==> src/rtl/div_pkg.sv <==
// Shared types and constants for the shared-divider sequencer.
package div_pkg;

  localparam int unsigned DIV_W = 16;
  localparam logic [DIV_W-1:0] DBZ_QUOTIENT = 16'hFFFF;

  typedef enum logic [1:0] {
    IDLE = 2'd0,
    WAIT = 2'd1,
    DONE = 2'd2
  } state_e;

  // Magnitude of a two's complement operand; 16'h8000 maps to itself,
  // which the unsigned core reads as 32768.
  function automatic logic [DIV_W-1:0] abs16(input logic [DIV_W-1:0] v);
    return v[DIV_W-1] ? (~v + 1'b1) : v;
  endfunction

endpackage

==> src/rtl/attemptSubtractDivision.sv <==
// Combinational 16-bit restoring divider core (long ripple path).
// Quotient is undefined-by-contract for divisor 0; callers bypass it.
module attemptSubtractDivision (
  input  logic [15:0] dividend,
  input  logic [15:0] divisor,
  output logic [15:0] quotient
);

  logic [16:0] rem;

  // Shift-and-subtract, one quotient bit per stage, MSB first.
  always_comb begin
    rem      = '0;
    quotient = '0;
    for (int unsigned k = 0; k < 16; k++) begin
      rem = {rem[15:0], dividend[15-k]};
      if (rem >= {1'b0, divisor}) begin
        rem           = rem - {1'b0, divisor};
        quotient[15-k] = 1'b1;
      end
    end
  end

endmodule

==> src/rtl/div_share_ctrl_rr_arbiter.sv <==
// Combinational round-robin arbiter: search starts at ptr and wraps;
// the first asserted request wins. Grant is one-hot or zero.
module rr_arbiter #(
  parameter int unsigned NUM_REQ = 2,
  parameter int unsigned PTR_W   = 1
) (
  input  logic [NUM_REQ-1:0] req,
  input  logic [PTR_W-1:0]   ptr,
  output logic [NUM_REQ-1:0] grant
);

  // Rotating priority scan from ptr.
  always_comb begin
    logic        found;
    int unsigned idx;
    grant = '0;
    found = 1'b0;
    idx   = 0;
    for (int unsigned off = 0; off < NUM_REQ; off++) begin
      idx = (32'(ptr) + off) % NUM_REQ;
      if (!found && req[idx]) begin
        grant[idx] = 1'b1;
        found      = 1'b1;
      end
    end
  end

endmodule

==> src/rtl/div_share_ctrl.sv <==
// Sequencer and round-robin arbiter sharing one combinational divider
// core between NUM_REQ requesters. Operands are registered and held for
// DIV_LATENCY cycles so the core path can be timed as a multicycle path.
// Optional macro SIGNED_DIV_EN: two's complement operands, quotient
// truncated toward zero.
module div_share_ctrl
  import div_pkg::*;
#(
  parameter int unsigned NUM_REQ     = 2,
  parameter int unsigned ID_W        = 1,
  parameter int unsigned DIV_LATENCY = 4
) (
  input  logic                     clk,
  input  logic                     rst_n,
  input  logic [NUM_REQ-1:0]       req_valid,
  output logic [NUM_REQ-1:0]       req_ready,
  input  logic [16*NUM_REQ-1:0]    req_dividend,
  input  logic [16*NUM_REQ-1:0]    req_divisor,
  output logic                     resp_valid,
  input  logic                     resp_ready,
  output logic [ID_W-1:0]          resp_id,
  output logic [15:0]              resp_quotient,
  output logic                     resp_dbz,
  output logic                     busy
);

  localparam int unsigned CNT_W = (DIV_LATENCY > 1) ? $clog2(DIV_LATENCY) : 1;

  if (DIV_LATENCY < 1) begin : g_bad_latency
    $error("div_share_ctrl: DIV_LATENCY must be at least 1");
  end
  if (NUM_REQ < 2) begin : g_bad_num_req
    $error("div_share_ctrl: NUM_REQ must be at least 2");
  end
  if ((1 << ID_W) < NUM_REQ) begin : g_bad_id_w
    $error("div_share_ctrl: ID_W too narrow for NUM_REQ");
  end

  state_e            state_q, state_d;
  logic [ID_W-1:0]   rr_ptr_q, rr_ptr_d;
  logic [ID_W-1:0]   id_q, id_d;
  logic [DIV_W-1:0]  dividend_q, dividend_d;
  logic [DIV_W-1:0]  divisor_q, divisor_d;
  logic [DIV_W-1:0]  result_q, result_d;
  logic              dbz_q, dbz_d;
  logic [CNT_W-1:0]  cnt_q, cnt_d;

  logic [NUM_REQ-1:0] grant;
  logic [ID_W-1:0]    gidx;
  logic [DIV_W-1:0]   sel_dividend, sel_divisor;
  logic [DIV_W-1:0]   core_a, core_b, core_q, quot_fix;
  logic               accept;

  rr_arbiter #(
    .NUM_REQ (NUM_REQ),
    .PTR_W   (ID_W)
  ) u_arb (
    .req   (req_valid),
    .ptr   (rr_ptr_q),
    .grant (grant)
  );

  // Encode the one-hot grant and select the winning operand slices.
  always_comb begin
    gidx         = '0;
    sel_dividend = '0;
    sel_divisor  = '0;
    for (int unsigned i = 0; i < NUM_REQ; i++) begin
      if (grant[i]) begin
        gidx         = ID_W'(i);
        sel_dividend = req_dividend[i*DIV_W +: DIV_W];
        sel_divisor  = req_divisor[i*DIV_W +: DIV_W];
      end
    end
  end

  assign req_ready = (state_q == IDLE) ? grant : '0;
  assign accept    = |(req_valid & req_ready);

`ifdef SIGNED_DIV_EN
  assign core_a   = abs16(dividend_q);
  assign core_b   = abs16(divisor_q);
  assign quot_fix = (dividend_q[DIV_W-1] ^ divisor_q[DIV_W-1]) ? (~core_q + 1'b1) : core_q;
`else
  assign core_a   = dividend_q;
  assign core_b   = divisor_q;
  assign quot_fix = core_q;
`endif

  attemptSubtractDivision u_core (
    .dividend (core_a),
    .divisor  (core_b),
    .quotient (core_q)
  );

  // Next-state and datapath register updates for IDLE/WAIT/DONE.
  always_comb begin
    state_d    = state_q;
    rr_ptr_d   = rr_ptr_q;
    id_d       = id_q;
    dividend_d = dividend_q;
    divisor_d  = divisor_q;
    result_d   = result_q;
    dbz_d      = dbz_q;
    cnt_d      = cnt_q;
    unique case (state_q)
      IDLE: begin
        if (accept) begin
          dividend_d = sel_dividend;
          divisor_d  = sel_divisor;
          id_d       = gidx;
          rr_ptr_d   = (32'(gidx) == NUM_REQ - 1) ? '0 : gidx + 1'b1;
          // Zero divisor takes a single WAIT cycle so the response still
          // lands one edge after accept; the core output is ignored.
          cnt_d      = (sel_divisor == '0) ? '0 : CNT_W'(DIV_LATENCY - 1);
          state_d    = WAIT;
        end
      end
      WAIT: begin
        if (cnt_q != '0) begin
          cnt_d = cnt_q - 1'b1;
        end else begin
          if (divisor_q == '0) begin
            result_d = DBZ_QUOTIENT;
            dbz_d    = 1'b1;
          end else begin
            result_d = quot_fix;
            dbz_d    = 1'b0;
          end
          state_d = DONE;
        end
      end
      DONE: begin
        if (resp_ready) begin
          state_d = IDLE;
        end
      end
      default: state_d = IDLE;
    endcase
  end

  // State and datapath registers with asynchronous clear.
  always_ff @(posedge clk or negedge rst_n) begin
    if (!rst_n) begin
      state_q    <= IDLE;
      rr_ptr_q   <= '0;
      id_q       <= '0;
      dividend_q <= '0;
      divisor_q  <= '0;
      result_q   <= '0;
      dbz_q      <= 1'b0;
      cnt_q      <= '0;
    end else begin
      state_q    <= state_d;
      rr_ptr_q   <= rr_ptr_d;
      id_q       <= id_d;
      dividend_q <= dividend_d;
      divisor_q  <= divisor_d;
      result_q   <= result_d;
      dbz_q      <= dbz_d;
      cnt_q      <= cnt_d;
    end
  end

  assign resp_valid    = (state_q == DONE);
  assign resp_id       = id_q;
  assign resp_quotient = result_q;
  assign resp_dbz      = dbz_q;
  assign busy          = (state_q != IDLE);

endmodule

==> config.mk <==
export PLATFORM = sky130hd
export DESIGN_NAME = div_share_ctrl
export DESIGN_NICKNAME = d
export VERILOG_FILES = /design/src/rtl/div_pkg.sv /design/src/rtl/attemptSubtractDivision.sv /design/src/rtl/div_share_ctrl_rr_arbiter.sv /design/src/rtl/div_share_ctrl.sv
export SDC_FILE = /design/constraint.sdc
export NUM_CORES = 1
export LEC_CHECK = 0
export CAP_MARGIN = 20
export CELL_PAD_IN_SITES_DETAIL_PLACEMENT = 1
export CELL_PAD_IN_SITES_GLOBAL_PLACEMENT = 1
export CORE_MARGIN = 2
export CORE_UTILIZATION = 50
export DETAILED_ROUTE_END_ITERATION = 16
export PLACE_DENSITY = 0.95
export SLEW_MARGIN = 0
export SYNTH_ARGS = -nofsm -noshare
export SYNTH_HDL_FRONTEND = slang
export SYNTH_SLANG_ARGS = --single-unit
==> constraint.sdc <==
create_clock -name clk -period 79.3 [get_ports clk]
set_input_delay 15.86 -clock clk [delete_from_list [all_inputs] [get_ports clk]]
set_output_delay 15.86 -clock clk [all_outputs]
set_load 0.02 [all_outputs]
* Yosys cells after proc, flatten, opt, wreduce, memory -nomap -nowiden
Cells that the tools add are included. Widths: inputs -> output; s select.
Word-level totals: flip-flop bits (word level) 55, input port bits 69, output and inout port bits 22, logic and storage cells 129
Operators by class: $add $sub $neg 18, magnitude comparators 20, eq/ne operators 6, multiplexer cells 59, bitwise logic cells 3, reduce and logical (&&, ||, !) cells 15
Operators by type and width (number):
- $mux 16 | 20
- $ge 17x16->1 | 15
- $sub 16x16->16 | 14
- $logic_not 16->1 | 2
- $mux 1 | 26
- $mux 2 | 9
- $ge 1x16->1 | 1
- $sub 1x16->16 | 1
- $ne 2x2->1 const B | 3
- $pmux 2 s3 | 1
- $reduce_and 3->1 | 2
- $reduce_bool 2->1 | 3
- $lt 1x2->1 const B | 2
- $pmux 2 s2 | 1
- $reduce_and 2->1 | 2
- $logic_and 1x1->1 | 3
- $add 1x1->1 const B | 2
- $and 2x2->2 | 1
- $demux 1 s1 | 2
- $eq 2x1->1 const B | 1
- $eq 2x2->1 const B | 1
- $ge 1x1->1 const B | 2
- $logic_not 2->1 | 1
- $ne 2x1->1 const B | 1
- other kinds (5) | 5

* Depth between registers and ports, before layout
Gate-level depths: netlist (run 1).
depth after elaboration 33, mapped depth 277, mapped depth without buffers 253

* Cells and area by module
From an unflattened synthesis (run 1), not the netlist that was laid out.
Unflattened totals: cells, all modules 2071, area total of the unflattened synthesis 15974.1 sq um
Modules (own cells, without submodules):
- attemptSubtractDivision | instances 1, cells an instance 1840, area an instance 13352.8 sq um, sequential area each 0.0 sq um
- div_share_ctrl | instances 1, cells an instance 228, area an instance 2602.5 sq um, sequential area each 1376.3 sq um
- rr_arbiter | instances 1, cells an instance 3, area an instance 18.8 sq um, sequential area each 0.0 sq um

* Least setup slack after synthesis (run 1)
Ideal clock, no wire load.
kind register to register, start point reg divisor_q[1], in the netlist core_b[1], end point reg result_q[0], in the netlist resp_quotient[0], arrival 47.834 ns, path slack 31.340 ns, cell stages (with the launch flop) 266, path buffers 22, cells stage by stage dfrtp_1 -> inv_1 -> ha_1 -> nor4b_1 -> a21oi_1 -> or2_2 -> clkbuf_1 -> inv_1 -> ha_1 -> and2_1 -> a32oi_1 -> a21oi_1 -> nor4_1 -> o21ai_0 -> clkbuf_1 -> o21ai_0 -> inv_1 -> ha_1 -> (+230 left out) -> a21o_1 -> a211oi_1 -> o31ai_1 -> a211oi_4 -> buf_6 -> mux2_2 -> ha_1 -> a21o_1 -> a21oi_1 -> o21ai_0 -> a21o_1 -> a21oi_1 -> o21ai_0 -> a21oi_1 -> nor2b_1 -> o21ai_0 -> nand3_1 -> o32a_1
On the way: word-level cells in the longest chain between the ends 33
RTL lines:
- from (decl) | line div_share_ctrl.sv:43 | logic [DIV_W-1:0] divisor_q, divisor_d;
- from (signal assigned) | line div_share_ctrl.sv:158 | divisor_q <= divisor_d;
- $sub 1x16->16 / $ge 1x16->1 (equally long branches) | line attemptSubtractDivision.sv:18, attemptSubtractDivision.sv:17
- $mux 16 | line attemptSubtractDivision.sv:17 | if (rem >= {1'b0, divisor}) begin
- $sub 16x16->16 / $ge 17x16->1 (equally long branches) | line attemptSubtractDivision.sv:18, attemptSubtractDivision.sv:17
- $mux 16 | line attemptSubtractDivision.sv:17
- $sub 16x16->16 / $ge 17x16->1 (equally long branches) | line attemptSubtractDivision.sv:18, attemptSubtractDivision.sv:17
- $mux 16 | line attemptSubtractDivision.sv:17
- $sub 16x16->16 / $ge 17x16->1 (equally long branches) | line attemptSubtractDivision.sv:18, attemptSubtractDivision.sv:17
- $mux 16 | line attemptSubtractDivision.sv:17
- (+17 left out)
- $mux 16 | line attemptSubtractDivision.sv:17
- $sub 16x16->16 / $ge 17x16->1 (equally long branches) | line attemptSubtractDivision.sv:18, attemptSubtractDivision.sv:17
- $mux 16 | line attemptSubtractDivision.sv:17
- $sub 16x16->16 / $ge 17x16->1 (equally long branches) | line attemptSubtractDivision.sv:18, attemptSubtractDivision.sv:17
- $mux 16 | line attemptSubtractDivision.sv:17
- $ge 17x16->1 | line attemptSubtractDivision.sv:17
- $mux 1 | line attemptSubtractDivision.sv:17
- $mux 16 (*) | line div_share_ctrl.sv:123 | if (divisor_q == '0) begin
- to (signal assigned) | line div_share_ctrl.sv:159 | result_q <= result_d;
- to (decl) | line div_share_ctrl.sv:44 | logic [DIV_W-1:0] result_q, result_d;
Mark *: on every way between the ends. The rest lies on a longest branch, timed or not. A chain may end at the register's enable or synchronous reset.

* Worst setup path in the final report (run 1)
Same ends and word-level chain as after synthesis.

==> results by group, run 1 <==
Status
  – Status: completed

Synthesis
  – Area contributors post-synth: ha_1 (20%), dfrtp_1 (8.9%), mux2_2 (7.4%)
  – Area leader, netlist: ha_1
  – Synth cell types: ~90
  – Synth Area per Inst: roughly 7.5 µm²
  – Post-Syn Area: roughly 15,000 µm²
  – Number of synthesized register bits: 55
  – Ys Warns: 0
  – Top cell type's share of synthesized area: about a fifth
  – Asr flop ratio synth: 100.0%
  – Count of flip-flops with a built-in enable after synthesis: 0
  – Ys flop type: dfrtp_1
  – Net Count, Synth: ~2,400
  – Seq/Total Area, Yosys: under 10%
  – Synth Instances: roughly 2,100

Timing
  – Fin crit share: between 70 and 80%
  – Final setup vio count: 0
  – Post-route minimum period: ~57,000 ps
  – Worst slew pin tran: around 1100 ps
  – FMAX: around 18 MHz
  – Worst Skew: a little over 10 ps
  – Slew Limit Headroom: between 20% and 30%
  – Final WS setup: 22,430 ps
  – Setup TNS Final: 0 ps
  – Slew Limit Fails: 0
  – Unrepaired setup endpoints after global routing: no
  – Fin. Hold Viols: 0

Floorplanning
  – Chip Width: about 180 µm
  – Io pins: approximately 90
  – Num rows: between 60 and 70
  – Starting density of the core: 50.60%
  – Die Footprint: 32,300 µm²
  – DIE HEIGHT: 179.7 µm
  – Core Area: between 30,000 and 40,000 µm²

Final layout
  – Net count, final: 2,452
  – Area growth syn-to-layout: 10.08%
  – Most frequent cells in the layout: ha_1 (242), o21ai_0 (172), nand2_1 (171)
  – Antenna diodes: 0
  – Commonest non-fill, non-tap cell in the layout: ha_1
  – Share of post-route cells with drive strength above 1: slightly below 9%
  – Fill cells: ~3,900
  – Post-layout util: between 50 and 60%

Global routing
  – Initial antenna violation count: 0
  – Grt ovf: 0
  – Pin count of the biggest net entering global routing: 56
  – First-pass GRT wire length: roughly 96 mm
  – Vias in the first global route: around 18,000
  – Total GRT Usage: 36.30%

Clock tree
  – Post-cts hold buffer count: 0
  – Clock transition at the registers of the reported paths: 80 ps
  – Clock sink total: 55
  – Setup bufs post-CTS: 0
  – Clock buffer count from CTS: 5
  – CTS root buf: clkbuf_16
  – CTS tree: yes
  – Worst-skew pair later-pin latency: between 300 and 400 ps
  – Bufs on Longest Clock Path: 2
  – Number of H-tree levels: 2
  – Resize count post-CTS: 0

Critical path
  – CP dominant cell by count: o21ai_0
  – Crit-path slowest cell: nor3b_4
  – CP arrival: 57,060 ps
  – CP required: approximately 80,000 ps
  – Kind of critical path: reg -> reg
  – Crit end category: flip-flop
  – Worst Path Max Fanout: 30
  – Crit start category: flip-flop
  – CP peak stage delay: 900 ps

Placed design
  – Dpl hpwl: 47.20 mm
  – Port Buffer Count: 90
  – Placement Setup Slack: 24,260 ps
  – Final GP Congestion: roughly 0.93

Drt
  – Detailed-route vias per instance: 6.719
  – DR WL/cell: between 20 and 25 µm
  – First DRT Iteration DRCs: between 1,000 and 1,500
  – WL final: about 60 mm
  – DRT Pass-1 Iters: 5
  – DRC Markers: 0
  – Via count: 16,960
  – DRT antenna net count: 0

Min path
  – Min-delay worst type: reg -> reg

Flow run
  – Max_cap viols: 0
## state kept, by name, summed over array words and instances, names as in the netlist
name           cells
core_a            16
resp_dbz           1
resp_id            1
cnt_q              2
rr_ptr_q           1
core_b            16
resp_quotient     16
state_q            2
## area by class of cell
type	instances	area (µm²)	share of cell area, %
Multi-Input combinational cell	1779	13230	77.82
Timing Repair Buffer	121	1126	6.626
Clock buffer	6	138.9	0.8172
Tap cell	396	495.5	2.915
Sequential cell	55	1376	8.098
Inverter	165	619.3	3.644
Clock inverter	2	13.76	0.08098
## cells by family (layout without fill, tap and decap cells)
logic type	count (synthesis)	after routing	share of synthesized area (%)
AO/OA/AOI/OAI	649	649	27.33
AND/OR/NAND/NOR	601	601	19.30
adder cells (fa/ha/maj)	256	256	21.43
buffers and inverters	217	294	5.535
XOR/XNOR	144	144	8.169
multiplexers	129	129	9.328
flip-flops	55	55	8.915
## worst paths after layout
kind | cells past startpoint | from | slack, ps | to
hold / removal | 2 | core_a[1] | 510 | core_a[1]
setup / recovery | 250 | core_b[1] | 22430 | resp_quotient[0]
min in group asynchronous | 2 | rst_n | 15690 | core_a[3]
max in group asynchronous | 2 | rst_n | 63110 | core_b[13]
setup reg to reg | 250 | core_b[1] | 22430 | resp_quotient[0]
hold reg to reg | 2 | core_a[1] | 510 | core_a[1]
## synthesized netlist by cell type, drive strengths merged (6+ instances only)
cell    count
a211oi     22
a21boi     23
a21o       75
a21oi     163
a221oi      7
a22oi      41
a31oi      12
and2       20
and3       16
buf        24
clkbuf     28
dfrtp      55
fa         14
ha        242
inv       165
mux2      103
mux2i      26
nand2     171
nand2b     25
nand3      28
nand4      54
nor2      135
nor2b      44
nor3       34
nor4       30
o211ai     10
o21a       25
o21ai     178
o21bai     13
o31a        7
o31ai      18
o41ai       6
or2        17
or3        11
xnor2      93
xor2       51
## per-layer routing
metal  GRT usage, %  part of all wire (%)
met5              0                     0
met4          22.11                   7.1
met3          5.126                   7.0
met2          62.48                    47
met1          42.69                    39
## metrics by stage
step | cells | area [µm²] | hold WS [ps]
global placement | 2515 | 16840 | 461.1
floorplan | 2051 | 15440 | 449.8
global route | 2524 | 17000 | 542.5
detailed placement | 2515 | 16840 | 495.6
finish | 2524 | 17000 | 507.8
CTS | 2523 | 16990 | 515.3
## worst max-delay path, delay by kind of cell, from the launching register on
kind | cells | cell delay (ps)
AOI/OAI and AO/OA | 148 | 33860
and+or+nand+nor | 59 | 11770
adders and majority gates | 16 | 4880
buffers and inverters | 23 | 3990
muxes | 4 | 1710
DFF | 1 | 340
Power of run 1 is left out: the tool's default activity adds up to more than one toggle a clock period on the data nets, which glitch-free logic cannot reach.
==> inputs of run 2 (changes only) <==
--- a/config.mk
+++ b/config.mk
@@ -9,9 +9,9 @@
 export CELL_PAD_IN_SITES_DETAIL_PLACEMENT = 1
 export CELL_PAD_IN_SITES_GLOBAL_PLACEMENT = 1
 export CORE_MARGIN = 2
-export CORE_UTILIZATION = 50
+export CORE_UTILIZATION = 47
 export DETAILED_ROUTE_END_ITERATION = 16
-export PLACE_DENSITY = 0.95
+export PLACE_DENSITY = 0.94
 export SLEW_MARGIN = 0
 export SYNTH_ARGS = -nofsm -noshare
 export SYNTH_HDL_FRONTEND = slang
==> constraint.sdc (replaced) <==
create_clock -name clk -period 57.4 [get_ports clk]
set_input_delay 11.48 -clock clk [delete_from_list [all_inputs] [get_ports clk]]
set_output_delay 11.48 -clock clk [all_outputs]
set_load 0.02 [all_outputs]
==> run 2 against run 1 <==
Net effect:
- via count increased by 1.9%
- worst setup slack got worse by 20000 ps
- count of clock-buffer cells in the layout decreased by 1
- core utilization decreased by 2.5 points
- die area increased by 6.2%
- critical path depth increased by 8
- largest cell class unchanged
- critical endpoint unchanged
- final area increased by 1.7%
==> results by group, run 2 (synthesis results as in run 1) <==
Floorplanning
  – Core Area: 32,450 µm² (+6.4%)
  – Die Footprint: 34,310 µm² (+6.2%)
  – DIE HEIGHT: 185.2 µm (+3.1%)
  – Starting density of the core: 47.57% (-3.0 points)
  – Chip Width: 185.2 µm (+3.1%)
  – Num rows: 66 (+3.1%)
  – Io pins: 91 (unchanged)

Clock tree
  – Bufs on Longest Clock Path: 2 (unchanged)
  – Number of H-tree levels: 2 (unchanged)
  – Clock sink total: 55 (unchanged)
  – Clock buffer count from CTS: 5 (unchanged)
  – CTS tree: yes
  – Clock transition at the registers of the reported paths: 80 ps (about the same)
  – CTS root buf: clkbuf_16
  – Worst-skew pair later-pin latency: 320 ps (about the same)

Timing
  – Post-route minimum period: 54,520 ps (-2344 ps)
  – Fin crit share: 94.99% (+23 points)
  – Worst Skew: 17.33 ps (+6.971 ps)
  – Fin. Hold Viols: 0 (unchanged)
  – Slew Limit Fails: 0 (unchanged)
  – Final setup vio count: 0 (unchanged)
  – Final WS setup: 2878 ps (-19,560 ps)
  – Slew Limit Headroom: 31.98% (+3.7 points)
  – Worst slew pin tran: 1019 ps (-56.00 ps)
  – FMAX: 18.34 MHz (+4.3%)

Min path
  – Min-delay worst type: reg -> reg
  – Hold path cells: 2 (unchanged)

Drt
  – WL final: 62.83 mm (+4.3%)
  – DRC Markers: 0 (unchanged)
  – DRT antenna net count: 0 (unchanged)
  – First DRT Iteration DRCs: 1,227 (-2.6%)
  – Detailed-route vias per instance: 6.686 (-0.50%)
  – DRT Pass-1 Iters: 5 (unchanged)
  – DR WL/cell: 24.30 µm (+1.8%)
  – Via count: 17,290 (+1.9%)

Critical path
  – R2R depth: 258 (+3.2%)
  – Kind of critical path: reg -> reg
  – CP peak stage delay: 570 ps (-330 ps)
  – Crit start category: flip-flop
  – CP required: 57,600 ps (-21,900 ps)
  – CP dominant cell by count: o21ai_0
  – Crit end category: flip-flop
  – CP arrival: 54,720 ps (-2340 ps)
  – Delay-heaviest family, CP: compound AO/OA/AOI/OAI gates
  – Crit-path slowest cell: or3b_2
  – Critical Path Stages: 258 (+3.2%)
  – Buf+Inv Stages, Crit Path: 24 (+4.3%)
  – Worst Path Max Fanout: 30 (unchanged)

Global routing
  – Pin count of the biggest net entering global routing: 56 (unchanged)
  – Grt ovf: 0 (unchanged)
  – First-pass GRT wire length: 94.96 mm (-0.66%)
  – Initial antenna violation count: 1 (+1)
  – Vias in the first global route: 18,000 (-1.3%)
  – Total GRT Usage: 34.82% (-1.5 points)

Final layout
  – Share of post-route cells with drive strength above 1: 9.939% (+1.2 points)
  – Area growth syn-to-layout: 11.91%
  – Finished Layout Cells: 2,586 (+2.5%)
  – Commonest non-fill, non-tap cell in the layout: ha_1
  – Post-layout util: 53.23% (-2.5 points)
  – Fill cells: 4,059 (+5.1%)
  – Most frequent cells in the layout: ha_1 (242), nand2_1 (170), o21ai_0 (166)
  – Net count, final: 2,467 (+0.61%)
  – Final instance area: 17,280 µm² (+1.7%)

Status
  – Status: completed

Placed design
  – Placement Setup Slack: 2163 ps (-22,090 ps)
  – Port Buffer Count: 90 (unchanged)
  – Placed Cells: 2,558 (+1.7%)
  – Dpl hpwl: 46.98 mm (-0.46%)
  – Final GP Congestion: 0.9523 (+2.0%)
  – Placed inst area: 16,870 µm² (+0.21%)

Flow run
  – Max_cap viols: 0 (unchanged)
-- run 2: cell count changes in the layout (fill, tap and decap cells not counted), sizes merged --
cell    before  now
buf         32   47
clkbuf       6    5
diode        0    1
bufinv       0    1
-- run 2: worst paths after layout --
kind | from | endpoint | slack [ps]
hold / removal | core_a[3] | core_a[3] | 490
setup reg to reg | core_a[15] | resp_quotient[0] | 2880
min in group asynchronous | rst_n | resp_id | 11320
setup / recovery | core_a[15] | resp_quotient[0] | 2880
hold reg to reg | core_a[3] | core_a[3] | 490
max in group asynchronous | rst_n | resp_quotient[5] | 45570
-- run 2: through the flow --
step | hold slack [ps] | setup TNS, ps
global route | 514.1 | -1005
floorplan | 449.8 | 0
finish | 488.8 | 0
CTS | 486.4 | 0
global placement | 458.5 | 0
detailed placement | 470.5 | 0
-- run 2: repair_timing --
action | 4_1_cts | 5_1_grt
setup endpoints to repair | 0 | 2
resized for setup | 0 | 24
setup buffers | 0 | 18
hold buffers | 0 | 0
-- run 2: final cells by class --
type	instances	area, µm²	share of cell area [%]
antenna	1	2.502	0.01448
clock buffer	5	125.1	0.7242
clock inverter	3	47.55	0.2752
inverter	165	619.3	3.585
multi-input combinational	1779	13290	76.92
sequential	55	1376	7.966
tap	442	553.0	3.201
timing repair buffer	136	1264	7.315
-- run 2: tightest hold or removal path: stages (launching register included) --
cell and delay, ps:
dfrtp_1 350, nand2_1 50, o21ai_0 60
-- run 2: layer usage --
metal	track usage [%]	vias to the layer above	wire length, µm
met5	0	-	0
met2	59.13	871	28750
met4	21.37	0	4657
li1	-	7710	-
met3	5.112	338	4500
met1	41.31	8371	24930
Power of run 2 is left out for the same reason.
==> inputs of run 3 (changes only) <==
--- a/config.mk
+++ b/config.mk
@@ -7,11 +7,11 @@
 export LEC_CHECK = 0
 export CAP_MARGIN = 20
 export CELL_PAD_IN_SITES_DETAIL_PLACEMENT = 1
-export CELL_PAD_IN_SITES_GLOBAL_PLACEMENT = 1
+export CELL_PAD_IN_SITES_GLOBAL_PLACEMENT = 2
 export CORE_MARGIN = 2
-export CORE_UTILIZATION = 47
+export CORE_UTILIZATION = 37
 export DETAILED_ROUTE_END_ITERATION = 16
-export PLACE_DENSITY = 0.94
+export PLACE_DENSITY = 0.93
 export SLEW_MARGIN = 0
 export SYNTH_ARGS = -nofsm -noshare
 export SYNTH_HDL_FRONTEND = slang
==> run 3 against run 2 <==
Net effect:
- global-route usage decreased by 9.3 points
- core utilization down 11 points
- register-to-register slack improved by 2200 ps
- cell count rose by 3.7%
- sequential share of layout area about the same
- first-iteration DRC count down 27%
- sequential cell count is the same
- non-clock buffer count grew 5
- worst setup slack better by 2200 ps
- die area grew 26%
- critical endpoint unchanged
- highest routed layer unchanged
==> results by group, run 3 (synthesis results as in run 1) <==
Placed design
  – Port Buffer Count: 90 (unchanged)
  – Placed Cells: 2,651 (+3.6%)
  – Dpl hpwl: 45.14 mm (-3.9%)
  – Final GP Congestion: 0.9517 (about the same)

Timing
  – Fin crit share: 91.19% (-3.8 points)
  – FMAX: 19.10 MHz (+4.2%)
  – Post-route minimum period: 52,340 ps (-2177 ps)
  – Fin. Hold Viols: 0 (unchanged)
  – Slew Limit Headroom: 32.41% (+0.43 points)
  – Hold slack: 492.4 ps (+3.643 ps)
  – Slew Limit Fails: 0 (unchanged)
  – Final setup vio count: 0 (unchanged)
  – Worst Skew: 20.68 ps (+3.341 ps)
  – Worst slew pin tran: 1014 ps (-5.317 ps)

Clock tree
  – Bufs on Longest Clock Path: 2 (unchanged)
  – Clock buffer count from CTS: 5 (unchanged)
  – Worst-skew pair later-pin latency: 330 ps (about the same)
  – Clock transition at the registers of the reported paths: 80 ps (about the same)
  – CTS root buf: clkbuf_16
  – Number of H-tree levels: 2 (unchanged)
  – CTS tree: yes
  – Clock sink total: 55 (unchanged)

Global routing
  – First-pass GRT wire length: 90.10 mm (-5.1%)
  – Pin count of the biggest net entering global routing: 56 (unchanged)
  – Grt ovf: 0 (unchanged)
  – Total GRT Usage: 25.54% (-9.3 points)
  – Vias in the first global route: 16,520 (-8.2%)
  – Initial antenna violation count: 1 (unchanged)

Critical path
  – CP arrival: 52,550 ps (-2170 ps)
  – CP dominant cell by count: o21ai_0
  – Crit-path slowest cell: or3b_2
  – Kind of critical path: reg -> reg
  – Worst Path Max Fanout: 30 (unchanged)
  – Crit end category: flip-flop
  – CP required: 57,600 ps (about the same)
  – CP peak stage delay: 550 ps (-20 ps)
  – Crit start category: flip-flop
  – Delay-heaviest family, CP: compound AO/OA/AOI/OAI gates
  – Buf+Inv Stages, Crit Path: 23 (-4.2%)

Floorplanning
  – Core Area: 41,020 µm² (+26%)
  – Die Footprint: 43,380 µm² (+26%)
  – DIE HEIGHT: 208.3 µm (+12%)
  – Starting density of the core: 37.64% (-9.9 points)
  – Num rows: 74 (+12%)
  – Chip Width: 208.3 µm (+12%)
  – Io pins: 91 (unchanged)

Final layout
  – Net count, final: 2,472 (+0.20%)
  – Most frequent cells in the layout: ha_1 (242), nand2_1 (170), o21ai_0 (168)
  – Finished Layout Cells: 2,682 (+3.7%)
  – Multi-input gate area: 13,270 µm² (-0.12%)
  – Post-layout util: 42.36% (-11 points)
  – Fill cells: 5,124 (+26%)
  – Share of post-route cells with drive strength above 1: 10.15% (+0.21 points)
  – Area growth syn-to-layout: 12.55%
  – Reg area: 1376 µm² (unchanged)
  – Commonest non-fill, non-tap cell in the layout: ha_1

Drt
  – First DRT Iteration DRCs: 898 (-27%)
  – Via count: 16,120 (-6.8%)
  – DRT antenna net count: 0 (unchanged)
  – WL final: 56.90 mm (-9.4%)
  – Detailed-route vias per instance: 6.011 (-10%)
  – DRC Markers: 0 (unchanged)
  – DRT Pass-1 Iters: 5 (unchanged)
  – DR WL/cell: 21.22 µm (-13%)

Min path
  – Min-delay worst type: reg -> reg

Status
  – Status: completed

Flow run
  – Max_cap viols: 0 (unchanged)
[run 3: changes by cell type in the layout (fill, tap and decap cells not counted), sizes merged]
| cell | change |
|---|---|
| buf | +5 |
| bufinv | -1 |
| clkinvlp | +1 |
| diode | +1 |
[run 3: path summary, 6_finish.rpt]
| check | from | to | slack [ps] | depth (start not counted) |
|---|---|---|---|---|
| setup / recovery | core_b[1] | resp_quotient[0] | 5060 | 252 |
| hold / removal | core_a[1] | core_a[1] | 490 | 2 |
| setup reg to reg | core_b[1] | resp_quotient[0] | 5060 | 252 |
| hold reg to reg | core_a[1] | core_a[1] | 490 | 2 |
| max in group asynchronous | rst_n | core_a[6] | 45610 | 2 |
| min in group asynchronous | rst_n | core_b[15] | 11300 | 2 |
[run 3: area by class of cell]
class	instances	share of cell area [%]
tap	532	3.831
multi-input combinational	1779	76.38
inverter	165	3.586
clock inverter	3	0.1512
timing repair buffer	141	7.380
antenna	2	0.02880
clock buffer	5	0.7200
sequential	55	7.920
[run 3: repair_timing]
| action | in CTS | in global routing |
|---|---|---|
| buffers inserted | 0 | 21 |
| setup endpoints to repair | 0 | 2 |
| gates resized for setup | 0 | 20 |
| hold buffers | 0 | 0 |
[run 3: tightest hold or removal path, delay by kind of cell (launching register included)]
kind               cells  cell delay [ps]
AOI/OAI and AO/OA      1               60
DFF                    1              350
and+or+nand+nor        1               50
[run 3: per-layer routing]
layer	up-vias	GRT usage [%]	share of wire, %
met5	-	0	0
li1	7740	-	-
met3	87	2.551	4.3
met4	0	6.574	2.7
met1	7912	33.56	45
met2	383	44.57	48
[run 3: metrics by stage]
step                cell area, µm²  worst slack, ps  setup TNS, ps
finish                       17380             5055              0
global route                 17370           -107.8         -107.8
CTS                          17160             1978              0
detailed placement           17010             2205              0
global placement             17010             4580              0
floorplan                    15440             9440              0
Power of run 3 is left out for the same reason.
